**src/rtl/fir_ss_fifo.sv**
```systemverilog
// First-word-fall-through AXI4-Stream buffer ahead of the FIR ss port.
// Registered handshakes, separate level counter, tlast-framed sample counter.
module fir_ss_fifo #(
  parameter int pDATA_WIDTH = 32,
  parameter int DEPTH_LOG2  = 4
) (
  input  logic                   aclk,
  input  logic                   aresetn,
  input  logic                   in_flush,
  input  logic                   in_s_tvalid,
  input  logic [pDATA_WIDTH-1:0] in_s_tdata,
  input  logic                   in_s_tlast,
  output logic                   out_s_tready,
  output logic                   out_m_tvalid,
  output logic [pDATA_WIDTH-1:0] out_m_tdata,
  output logic                   out_m_tlast,
  input  logic                   in_m_tready,
  output logic [DEPTH_LOG2:0]    out_level,
  output logic [15:0]            out_frame_cnt,
  output logic                   out_frame_done
);

  localparam int unsigned DEPTH = 2 ** DEPTH_LOG2;
  localparam logic [DEPTH_LOG2:0] LVL_FULL = (DEPTH_LOG2 + 1)'(DEPTH);

  logic [pDATA_WIDTH:0]  mem_q [DEPTH];
  logic [DEPTH_LOG2-1:0] wr_ptr_q, wr_ptr_d;
  logic [DEPTH_LOG2-1:0] rd_ptr_q, rd_ptr_d;
  logic [DEPTH_LOG2:0]   level_q, level_d;
  logic                  s_rdy_q, s_rdy_d;
  logic                  m_vld_q, m_vld_d;
  logic [15:0]           fcnt_q, fcnt_d;
  logic                  fdone_q, fdone_d;
  logic                  push, pop;
  logic [pDATA_WIDTH:0]  head;

  assign push = in_s_tvalid & s_rdy_q;
  assign pop  = m_vld_q & in_m_tready;
  assign head = mem_q[rd_ptr_q];

  always_comb begin
    wr_ptr_d = wr_ptr_q;
    rd_ptr_d = rd_ptr_q;
    level_d  = level_q;
    fcnt_d   = fcnt_q;
    fdone_d  = 1'b0;
    s_rdy_d  = s_rdy_q;
    m_vld_d  = m_vld_q;
    if (in_flush) begin
      wr_ptr_d = '0;
      rd_ptr_d = '0;
      level_d  = '0;
      fcnt_d   = '0;
      s_rdy_d  = 1'b1;
      m_vld_d  = 1'b0;
    end else begin
      if (push) wr_ptr_d = wr_ptr_q + 1'b1;
      if (pop)  rd_ptr_d = rd_ptr_q + 1'b1;
      case ({push, pop})
        2'b10:   level_d = level_q + 1'b1;
        2'b01:   level_d = level_q - 1'b1;
        default: level_d = level_q;
      endcase
      if (pop) begin
        if (head[pDATA_WIDTH]) begin
          fcnt_d  = '0;
          fdone_d = 1'b1;
        end else if (fcnt_q != '1) begin
          fcnt_d = fcnt_q + 1'b1;
        end
      end
      // Handshake flags come from next-state level so neither output is combinational.
      s_rdy_d = (level_d != LVL_FULL);
      m_vld_d = (level_d != '0);
    end
  end

  always_ff @(posedge aclk or negedge aresetn) begin
    if (!aresetn) begin
      wr_ptr_q <= '0;
      rd_ptr_q <= '0;
      level_q  <= '0;
      s_rdy_q  <= 1'b0;
      m_vld_q  <= 1'b0;
      fcnt_q   <= '0;
      fdone_q  <= 1'b0;
    end else begin
      wr_ptr_q <= wr_ptr_d;
      rd_ptr_q <= rd_ptr_d;
      level_q  <= level_d;
      s_rdy_q  <= s_rdy_d;
      m_vld_q  <= m_vld_d;
      fcnt_q   <= fcnt_d;
      fdone_q  <= fdone_d;
    end
  end

  always_ff @(posedge aclk) begin
    if (push && !in_flush) mem_q[wr_ptr_q] <= {in_s_tlast, in_s_tdata};
  end

  assign out_s_tready   = s_rdy_q;
  assign out_m_tvalid   = m_vld_q;
  assign out_m_tdata    = head[pDATA_WIDTH-1:0];
  assign out_m_tlast    = head[pDATA_WIDTH];
  assign out_level      = level_q;
  assign out_frame_cnt  = fcnt_q;
  assign out_frame_done = fdone_q;

endmodule

```
**config.mk**
```make
export PLATFORM = sky130hd
export DESIGN_NAME = fir_ss_fifo
export DESIGN_NICKNAME = d
export VERILOG_FILES = /design/src/rtl/fir_ss_fifo.sv
export SDC_FILE = /design/constraint.sdc
export NUM_CORES = 1
export LEC_CHECK = 0
export CAP_MARGIN = 5
export CELL_PAD_IN_SITES_DETAIL_PLACEMENT = 1
export CELL_PAD_IN_SITES_GLOBAL_PLACEMENT = 1
export CORE_MARGIN = 4
export CORE_UTILIZATION = 30
export CTS_BUF_LIST = sky130_fd_sc_hd__clkbuf_4
export CTS_CLUSTER_SIZE = 14
export DETAILED_ROUTE_END_ITERATION = 6
export PLACE_DENSITY = 0.6
export SKIP_LAST_GASP = 1
export SYNTH_ARGS = -nofsm -noshare
export SYNTH_HDL_FRONTEND = slang
export SYNTH_SLANG_ARGS = --single-unit
```
**constraint.sdc**
```tcl
create_clock -name aclk -period 3.53 [get_ports aclk]
set_clock_uncertainty 0.15 [all_clocks]
set_input_delay 0.5295 -clock aclk [delete_from_list [all_inputs] [get_ports aclk]]
set_output_delay 0.5295 -clock aclk [all_outputs]
set_load 0.02 [all_outputs]
```
==> reports/metrics.csv <==
stage,metric,value,unit
run_status,status,finished with violations,
run_status,failing checks,setup timing,
placed_design,HPWL after detailed placement,27820,µm
finish,design area,26820,µm²
setup_path,Critical Path AT,3.07,ns
yosys,Adder-Cell Fraction of Synth Area,0.004611,
floorplanning,I/O pins,95,
yosys,"EDFF count, synth",528,
floorplanning,CORE AREA,71610,µm²
yosys,Synth cell types,45,
finish,number of filler cells placed in the layout,7016,
finish,area grow syn2layout,23.55,%
yosys,Mapped Cells,960,
finish,share of post-route cells with drive strength above 1,0.3985,
floorplanning,Initial Utilization,0.3031,
floorplanning,DIE AREA,76720,µm²
setup_path,WP data required,2.85,ns
drt,DRT iter0 DRCs,832,
floorplanning,Die X,277.0,µm
timing,final setup margin,-0.2193,ns
clocking,Worst-path clk slew,0.06,ns
yosys,syn avg cell area,22.61,µm²
timing,final worst-path cycle share,1.062,
clocking,clock tree buffer depth,3,
grt,largest net degree at the start of global routing,34,
clocking,clk sink count,560,
clocking,H-tree depth,4,
clocking,total CTS buffers,150,
yosys,largest area contributor in the netlist,edfxtp_1,
yosys,Post-synth top cells,"edfxtp_1 (528), mux4_2 (164), nor2_1 (36)",
drt,WL per Instance,23.95,µm
setup_path,Worst setup EP type,output pin,
timing,setup violators final,32,
yosys,mux cell area share after synthesis,0.1733,
placed_design,Placer Congestion,0.7362,
drt,Via density,4.813,
clocking,CTS tree,done,
drt,drt drc,0,
timing,final slew viol count,0,
yosys,Yosys top cell area share,0.7304,
yosys,post-synth net total,1006,
setup_path,critical path launch point type,register,
timing,Slew @ Worst Pin,0.6586,ns
placed_design,placed insts,2002,
timing,Setup TNS,-4.918,ns
grt,GRT Total Usage,0.1442,
grt,first-pass GRT wire length,81250,µm
placed_design,pre-CTS WS,0.2260,ns
yosys,combinational family with the most area after synthesis,multiplexers,
finish,nets,1282,
finish,Layout Cells excl Fill,2298,
grt,grt ovf,0,
setup_path,Crit Path Category,register to output pin,
drt,DRT Pass-1 Iters,7,
floorplanning,# rows,98,
yosys,Mapped Area,21710,µm²
yosys,post-synthesis sequential area ratio,0.7673,
drt,DRT Wirelength,55030,µm
yosys,ys async rst share,0.05714,
power_and_ir_drop,PD cells,548.5,nW/µm²
placed_design,placed cell area,24370,µm²
drt,Antenna Violating Nets Remaining,0,
flow_run,MaxCap Viol Count,0,
placed_design,port buffer count,94,
yosys,Yosys reg bits,560,
yosys,most common cell in the synthesized netlist,edfxtp_1,
yosys,ys flop type,edfxtp_1,
yosys,xor-xnor portion of the synthesized cell area,0.007666,
drt,Vias,11060,
yosys,top post-synthesis cells by area,"edfxtp_1 (73%), mux4_2 (17%), dfrtp_1 (3.7%), nor2_1 (0.62%), clkbuf_1 (0.52%)",
grt,initial antenna violation count,3,
timing,Fin. Hold Viols,0,
timing,fin crit period,3.749,ns
power_and_ir_drop,Leak Pwr,8.521,nW
power_and_ir_drop,Peak VDD IR,209.0,µV
floorplanning,die height,277.0,µm
timing,worst rel slew slack,0.5609,
yosys,Synth Area in Compound Gates,0.01130,
min_path,HP Class,input pin to asynchronous set/reset pin,
power_and_ir_drop,Total Power,14.71,mW
clocking,clk root buf,clkbuf_4,
timing,RSZ-0062 raised after global routing,true,
setup_path,maximum fanout along the worst path,6,
clocking,worst skew pair latency,0.99,ns
yosys,Simple-Gate Fraction of Synth Area,0.02375,
grt,vias in the first global route,12110,
yosys,Ys Warns,0,
timing,Max Fclk,266.7,MHz
## kinds of logic (layout without fill, tap and decap cells)
family | count (synthesis) | after routing
flip-flops | 560 | 560
multiplexers | 168 | 168
AND/OR/NAND/NOR | 106 | 106
buffers and inverters | 60 | 440
AO/OA/AOI/OAI | 39 | 39
XOR/XNOR | 19 | 19
adder cells (fa/ha/maj) | 8 | 8
other | 0 | 8
## cell type report
cell class | instances | area [µm²] | area share
clock buffers | 217 | 1629 | 0.06074
flip-flops and latches | 560 | 16670 | 0.6214
repair buffers | 173 | 2125 | 0.07922
diodes | 8 | 20.02 | 0.0007464
clock inverters | 39 | 244.0 | 0.009097
multi-input cells | 340 | 4906 | 0.1829
inverters | 11 | 41.29 | 0.001540
well taps | 950 | 1189 | 0.04432
## flip-flops by register name, indices dropped and copies added, names as in the netlist
signal	count
out_m_tvalid	1
rd_ptr_q	4
out_s_tready	1
wr_ptr_q	4
out_frame_done	1
out_frame_cnt	16
out_level	5
mem_q	528
## metrics by stage
stage,utilization,hold WS (ns)
floorplan,-,0.08391
global placement,0.3403,0.3933
detailed placement,0.3403,0.4076
CTS,0.3736,0.1776
global route,0.3744,0.1958
finish,0.3745,0.2955
## placed cells by master (no fill, tap or decap), drive strengths merged, types with 3 or more instances in the layout
cell type	instances
edfxtp	528
clkbuf	220
mux4	164
buf	108
clkdlybuf4s50	61
nor2	37
dfrtp	32
clkinv	30
nand2	24
inv	16
a21oi	12
xor2	11
nand3	9
o21ai	9
diode	8
xnor2	8
nand4	8
ha	8
nor3	8
and3	5
o22ai	4
mux2i	4
a31oi	3
a21o	3
nand2b	3
or4	3
## path summary, 6_finish.rpt
path	start	slack [ns]	cells past startpoint	end
worst max-delay path	rd_ptr_q[0]	-0.22	5	out_m_tdata[15]
worst min-delay path	aresetn	0.30	2	out_frame_cnt[9]
worst max register to register	rd_ptr_q[0]	0.57	12	out_frame_cnt[12]
worst min register to register	out_frame_cnt[0]	0.41	1	out_frame_cnt[0]
max in group asynchronous	aresetn	2.08	4	out_level[0]
min in group aclk	in_flush	0.30	3	wr_ptr_q[3]
## worst max-delay path: stages, from the launching register on
cell     delay (ns)
dfrtp_4        0.53
buf_16         0.18
buf_4          0.16
mux4_2         0.51
mux4_2         0.56
buf_6          0.17
## where the power goes
part	internal [mW]	switching, mW
clock	2.97	2.65
sequential	7.34	0.0511
combinational	0.900	0.793
## per-layer routing
metal / global-route usage / share of wire / vias up
met2: 0.2243 / 0.48 / 311
met5: 0 / 0 / -
met4: 0.04886 / 0.014 / 0
met1: 0.1999 / 0.46 / 5961
li1: - / - / 4727
met3: 0.03515 / 0.052 / 62
## timing repair
item / 4_1_cts / 5_1_grt
buffers inserted: 22 / 2
hold buffers: 1 / 0
hold endpoints to repair: 10 / 0
gates cloned: 9 / 3
gates resized for setup: 196 / 26
pin swaps: 0 / 0
endpoints found under the setup margin: 33 / 33
Note: power is estimated with default switching activity, not from simulation.
